$ cat src/rtl/raised_cosine_filter.sv
// raised_cosine_filter: 17-tap symmetric raised-cosine pulse-shaping FIR.
// The filter uses roll-off 0.5, 4 samples/symbol and a 4-symbol span, with the peak coefficient scaled to 0.5.
// Ports:
//   clk        rising-edge system clock
//   reset      asynchronous active-low reset; clears the delay line and the output
//   clk_enable sample valid; the delay line and the output advance only when this is 1
//   In1        signed int16 input sample
//   ce_out     combinational copy of clk_enable
//   Out1       registered signed int16 output: floor(acc / 2^15), saturated to int16
module raised_cosine_filter #(
    parameter int NTAPS = 17,
    parameter int DW    = 16,
    parameter int CW    = 16
) (
    input  logic                 clk,
    input  logic                 reset,
    input  logic                 clk_enable,
    input  logic signed [DW-1:0] In1,
    output logic                 ce_out,
    output logic signed [DW-1:0] Out1
);
    // Wide enough that 17 full-scale products never wrap.
    localparam int AW    = 38;
    localparam int HALF  = NTAPS / 2;
    localparam int SHIFT = CW - 1;

    // Only the unique half of the symmetric set is stored: c[k] = c[NTAPS-1-k].
    localparam logic signed [CW-1:0] COEF [0:HALF] = '{
        16'sd0, -16'sd944, -16'sd1966, -16'sd2007, 16'sd0,
        16'sd4301, 16'sd9833, 16'sd14536, 16'sd16384
    };

    // The oldest stored sample (x[16]) never reaches the sum, so it is not kept.
    logic signed [DW-1:0] x    [0:NTAPS-2];
    logic signed [DW-1:0] tap  [0:NTAPS-1];
    logic signed [AW-1:0] pre  [0:HALF];
    logic signed [AW-1:0] acc;
    logic        [AW-SHIFT-1:0] scaled;
    logic                 fits;
    logic signed [DW-1:0] sat;

    assign ce_out = clk_enable;

    // Taps of the post-shift delay line: the new sample sits at tap 0.
    always_comb begin
        tap[0] = In1;
        for (int i = 1; i < NTAPS; i++) tap[i] = x[i-1];
    end

    // Pre-add mirrored taps so that only HALF+1 multiplies are needed.
    always_comb begin
        acc = '0;
        for (int k = 0; k < HALF; k++) begin
            pre[k] = AW'(tap[k]) + AW'(tap[NTAPS-1-k]);
            acc    = acc + pre[k] * AW'(COEF[k]);
        end
        pre[HALF] = AW'(tap[HALF]);
        acc       = acc + pre[HALF] * AW'(COEF[HALF]);
    end

    // Dropping the low bits of a two's-complement value gives floor division.
    // The result fits int16 when every bit above the sign bit matches it.
    always_comb begin
        scaled = acc[AW-1:SHIFT];
        fits   = (&scaled[AW-SHIFT-1:DW-1]) | ~(|scaled[AW-SHIFT-1:DW-1]);
        sat    = fits ? scaled[DW-1:0]
                      : (scaled[AW-SHIFT-1] ? {1'b1, {(DW-1){1'b0}}} : {1'b0, {(DW-1){1'b1}}});
    end

    always_ff @(posedge clk or negedge reset) begin
        if (!reset) begin
            for (int i = 0; i < NTAPS-1; i++) x[i] <= '0;
            Out1 <= '0;
        end else if (clk_enable) begin
            x[0] <= In1;
            for (int i = 1; i < NTAPS-1; i++) x[i] <= x[i-1];
            Out1 <= sat;
        end
    end
endmodule

$ cat config.mk
export PLATFORM = sky130hd
export DESIGN_NAME = raised_cosine_filter
export DESIGN_NICKNAME = d
export VERILOG_FILES = /design/src/rtl/raised_cosine_filter.sv
export SDC_FILE = /design/constraint.sdc
export NUM_CORES = 2
export LEC_CHECK = 0
export CORE_AREA = 2 2 241 243
export CTS_BUF_LIST = sky130_fd_sc_hd__clkbuf_4 sky130_fd_sc_hd__clkbuf_8
export DETAILED_ROUTE_END_ITERATION = 8
export DIE_AREA = 0 0 243 245
export PLACE_DENSITY = 0.92
export REMOVE_ABC_BUFFERS = 1
export SYNTH_ARGS = -nofsm -noshare
export SYNTH_HDL_FRONTEND = slang
export SYNTH_SLANG_ARGS = --single-unit
$ cat constraint.sdc
create_clock -name clk -period 13.4 [get_ports clk]
set_input_delay 2.68 -clock clk [delete_from_list [all_inputs] [get_ports clk]]
set_output_delay 2.68 -clock clk [all_outputs]
set_load 0.1 [all_outputs]
# Word-level counts from Yosys, hierarchy flattened
# Index checks and enable logic that the tools add are counted.
totals:
  ff_bits: 256
op_classes:
  reduce_logical: 2
  n_mul: 6
  muxes: 2
  bitwise_logic: 2
  add_sub_neg: 12
op_table:
  columns: ["op", "n"]
  rows:
  - ["adder 16 x 16 -> 17 bit", 6]
  - ["multiplier 17 x 12 -> 29 bit (second input constant)", 2]
  - ["adder 34 x 30 -> 35 bit", 1]
  - ["adder 33 x 32 -> 34 bit", 1]
  - ["adder 32 x 32 -> 33 bit", 1]
  - ["adder 31 x 31 -> 32 bit", 1]
  - ["multiplier 17 x 15 -> 32 bit (second input constant)", 1]
  - ["two-way mux 16 bit", 2]
  - ["adder 30 x 29 -> 31 bit", 1]
  - ["multiplier 17 x 14 -> 31 bit (second input constant)", 1]
  - ["adder 28 x 29 -> 30 bit", 1]
  - ["multiplier 17 x 11 -> 28 bit (second input constant)", 1]
  - ["multiplier 17 x 7 -> 24 bit (second input constant)", 1]
  - ["AND reduction 8 bit", 1]
  - ["OR reduction 8 bit", 1]
  - ["NOT 1 bit", 1]
  - ["OR 1 bit", 1]

# Longest topological paths before layout
depth:
  depth_word: 12
  mapped_depth: 56

# Least setup slack after synthesis
# OpenSTA, ideal clock, no wires.
synth_path:
  path_kind: "reg2reg"
  from: "register x, in the netlist tap[113]"
  to: "register Out1[10]"
  synth_period_minus_slack_ns: 12.218
  path_slack_ns: 1.182
  stages_incl_launch_ff: 53
  setup_time_ns: 0.126
  arrival_time_ns: 12.091
  cell_sequence: "dfrtp_1 -> ha_1 -> a21o_1 -> a21o_1 -> a21oi_2 -> o21ai_2 -> a41o_1 -> o41a_4 -> a41o_1 -> o21a_1 -> or2_4 -> xnor2_4 -> inv_2 -> ha_1 -> ha_1 -> inv_1 -> fa_1 -> inv_1 -> [17 not listed] -> inv_1 -> fa_1 -> inv_1 -> fa_1 -> inv_1 -> ha_1 -> a21o_1 -> a21o_1 -> a21oi_1 -> o21ai_2 -> a41oi_1 -> nor3_1 -> o41ai_1 -> o211ai_1 -> and3_1 -> clkbuf_1 -> buf_4 -> a221o_1"
synth_via:
  elab_chain_cells: 8
  elab_cells_between_ends: 10
  cone_classes: "3 x add/sub; 1 x mul; 2 x mux; 2 x bitwise; 2 x reduce/logical"
synth_rtl:
  columns: ["element", "line_no", "text"]
  rows:
  - ["from (decl)", "34", "logic signed [DW-1:0] x [0:NTAPS-2];"]
  - ["adder 16 x 16 -> 17 bit *", "54", "pre[k] = AW'(tap[k]) + AW'(tap[NTAPS-1-k]);"]
  - ["multiplier 17 x 12 -> 29 bit *", "55", "acc = acc + pre[k] * AW'(COEF[k]);"]
  - ["adder 33 x 32 -> 34 bit *", "55", null]
  - ["adder 34 x 30 -> 35 bit *", "58", "acc = acc + pre[HALF] * AW'(COEF[HALF]);"]
  - ["OR reduction 8 bit", "65", "fits = (&scaled[AW-SHIFT-1:DW-1]) | ~(|scaled[AW-SHIFT-1:DW-1]);"]
  - ["NOT 1 bit", "65", null]
  - ["OR 1 bit", "65", null]
  - ["two-way mux 16 bit *", "66", "sat = fits ? scaled[DW-1:0]"]
  - ["to (signal assigned)", "77", "Out1 <= sat;"]
  - ["to (decl)", "20", "output logic signed [DW-1:0] Out1"]
# Mark *: on every way between the ends. The rest lies on a longest branch, timed or not.
# A chain may end at the register's enable or synchronous reset.

# Worst setup path in the final report
layout_path:
  from: "register x, in the netlist tap[113]"
  to: "register Out1[4]"
# The elaborated chain is that of the path after synthesis.

==> impl_metrics.json <==
{
  "status": "finished clean",
  "crit_path_frequent_cell": "fa_1",
  "wl_per_cell_um": 22.1,
  "pin_count": 36,
  "final_net_count": 4763,
  "r2r-end": "Out1[4]",
  "slowest_delay_ns": 0.54,
  "r2r.worst_path.cells": 48,
  "clk_latency_ns": 0.66,
  "grt_pass1_vias": 29100,
  "dieArea_um2": 59500,
  "die_w_um": 243,
  "grt_max_degree": 99,
  "place_inst": 4327,
  "cts_buffers": 45,
  "synthCells": 3526,
  "root_buffer": "clkbuf_8",
  "synth_edf_count": 0,
  "holdBufCountCts": 0,
  "avgSynthCellArea_um2": 10.4,
  "fin_worst_skew_ns": 0.0296,
  "start_util_pct": 64.3,
  "synth-seq-cells": 256,
  "critPathKind": "flip-flop to flip-flop",
  "drc": 0,
  "synth-seq-area-share_pct": 17.5,
  "start_kind": "flip-flop",
  "synth_top_flop_cell": "dfrtp_1",
  "cpMaxStageDelayCell": "fa_1",
  "worstHoldPathCells": 1,
  "core_um2": 57000,
  "cts_max_path_buffers": 3,
  "antenna_found_initial": 1,
  "maxCapViolCount": 0,
  "grt_use_met2_pct": 54.4,
  "synth_warnings": 0,
  "reg2reg_setup_slack_ns": 0.36,
  "cts_max_level": 2,
  "top_usage_layer": "met2",
  "clk_pin_slew_ns": 0.08,
  "fin_crit_ns": 13.04,
  "hold_start": "tap[75]",
  "period_share_pct": 97.3,
  "fmax_mhz": 76.7,
  "drive_above_1_share_pct": 11.6,
  "grt_pass1_wl_um": 154000,
  "crit_family": "adder cells",
  "finalNonFillerCells": 4414,
  "ant_nets": 0,
  "area_delta_synth_final_pct": 7.60,
  "crit_fanout": 8,
  "met1_usage_pct": 39.6,
  "vias_per_cell": 5.96,
  "syn_area_um2": 36700,
  "gp_congestion": 0.979,
  "first_pass_iters": 6,
  "row_count": 88,
  "critPathRequiredTime_ns": 13.91,
  "die_height_um": 245,
  "use_met3_pct": 6.90,
  "setup_viol": 0,
  "grt_use_total_pct": 33.5,
  "worstMarginPinSlew_ns": 1.30,
  "cts_tree": "done",
  "first_iter_violations": 1888,
  "yosysUniqueCellTypes": 66,
  "grt.overflow.total": 0,
  "ys_async_sr_fraction_pct": 100,
  "final_cell_mix": "885 x inv_1, 644 x ha_1, 485 x fa_1",
  "hold_end": "tap[59]",
  "clock-sinks": 256,
  "drv_slew": 0,
  "r2r-start": "tap[113]",
  "hp-class": "flip-flop to flip-flop",
  "path_buf_inv": 9,
  "slew-limit-headroom_pct": 12.9,
  "cp-end-kind": "flip-flop",
  "io_buffers": 35,
  "tns_ns": 0,
  "detailed_place_hpwl_um": 77700,
  "crit_arrival_ns": 13.55,
  "hold_viol_final": 0,
  "num_vias": 26300,
  "wl_um": 97400,
  "layout_commonest_cell": "inv_1"
}
[worst register-to-register path: cells and delay by family, from the launching register on]
family                   cells  cell delay [ns]
AO/OA/AOI/OAI               17             3.77
XOR/XNOR                     3             0.54
adder cells (fa/ha/maj)     15             6.68
buffers and inverters        9             0.52
flip-flops                   1             0.40
AND/OR/NAND/NOR              4             1.00
[state kept, by name (all words and copies together), names as in the netlist]
name / count
tap: 224
Out1: 16
pre: 16
[layer usage]
| metal | up-vias | share of wire, % |
|---|---|---|
| li1 | 11500 | - |
| met1 | 13000 | 36 |
| met2 | 1323 | 47 |
| met3 | 505 | 7.8 |
| met4 | 0 | 8.8 |
| met5 | - | 0 |
[kinds of logic (layout without fill, tap and decap cells)]
family | after synthesis | count (layout) | share of synthesized area, %
DFF | 256 | 256 | 17.5
xor gates and xnor gates | 224 | 224 | 5.42
adders and majority gates | 1131 | 1131 | 48.5
buffers and inverters | 928 | 1049 | 9.53
and+or+nand+nor | 350 | 350 | 4.54
muxes | 237 | 237 | 7.26
other | 0 | 1 | 0
AOI/OAI and AO/OA | 400 | 401 | 7.25
[area by class of cell]
class / instances / area (µm²)
Clock buffer: 69 / 881
Tap cell: 765 / 957
Inverter: 887 / 3330
Timing Repair Buffer: 80 / 698
Antenna cell: 1 / 2.50
Fill cell: 3740 / 17600
Clock inverter: 13 / 214
Sequential cell: 256 / 6410
Multi-Input combinational cell: 2343 / 27000
[how the worst max path moves through the flow]
stage,from,to,slack [ns],cells past startpoint
2_1_floorplan,tap[113],Out1[14],1.26,50
3_3_place_gp,tap[113],Out1[14],0.51,50
3_5_place_dp,tap[113],Out1[14],0.22,50
4_1_cts,tap[113],Out1[4],0.17,50
5_1_grt,tap[113],Out1[12],-0.15,48
6_report,tap[113],Out1[4],0.36,48
[synthesized netlist by cell type (7+ instances only)]
cell,number,area share (%)
fa_1,485,26
and3_1,22,0.38
a41oi_1,8,0.19
ha_1,646,22
a21o_1,43,0.88
o21ai_0,66,0.90
xor2_1,67,1.6
a221o_1,15,0.41
o21a_1,20,0.41
nand2b_1,15,0.26
nor2_1,99,1.0
o21bai_1,29,0.59
nor2b_1,20,0.34
clkbuf_1,32,0.33
or2_2,9,0.15
a211o_1,7,0.17
nor3_1,31,0.42
nand3_1,34,0.46
or3_1,11,0.19
inv_1,885,9.1
and2_1,10,0.17
xnor2_1,155,3.7
a211oi_1,13,0.27
nand2_1,85,0.87
a31oi_1,10,0.17
a21oi_1,134,1.8
mux2_2,233,7.2
dfrtp_1,256,17
[stage by stage]
stage | utilization, % | instance area, µm² | worst slack [ns] | hold WS (ns)
after CTS | 68.8 | 39200 | 0.171 | 0.482
after detailed placement | 66.9 | 38100 | 0.216 | 0.492
after global routing | 69.2 | 39500 | -0.153 | 0.501
after floorplan | - | 36500 | 1.26 | 0.472
final | 69.2 | 39500 | 0.358 | 0.479
after global placement | 66.9 | 38100 | 0.512 | 0.480
[timing repair]
| item | CTS | global route |
|---|---|---|
| setup buffers | 0 | 3 |
| setup endpoints to repair | 0 | 16 |
| gates resized for setup | 0 | 34 |
Power is left out: the tool's default activity adds up to more than one toggle a clock period on the data nets, which glitch-free logic cannot reach.
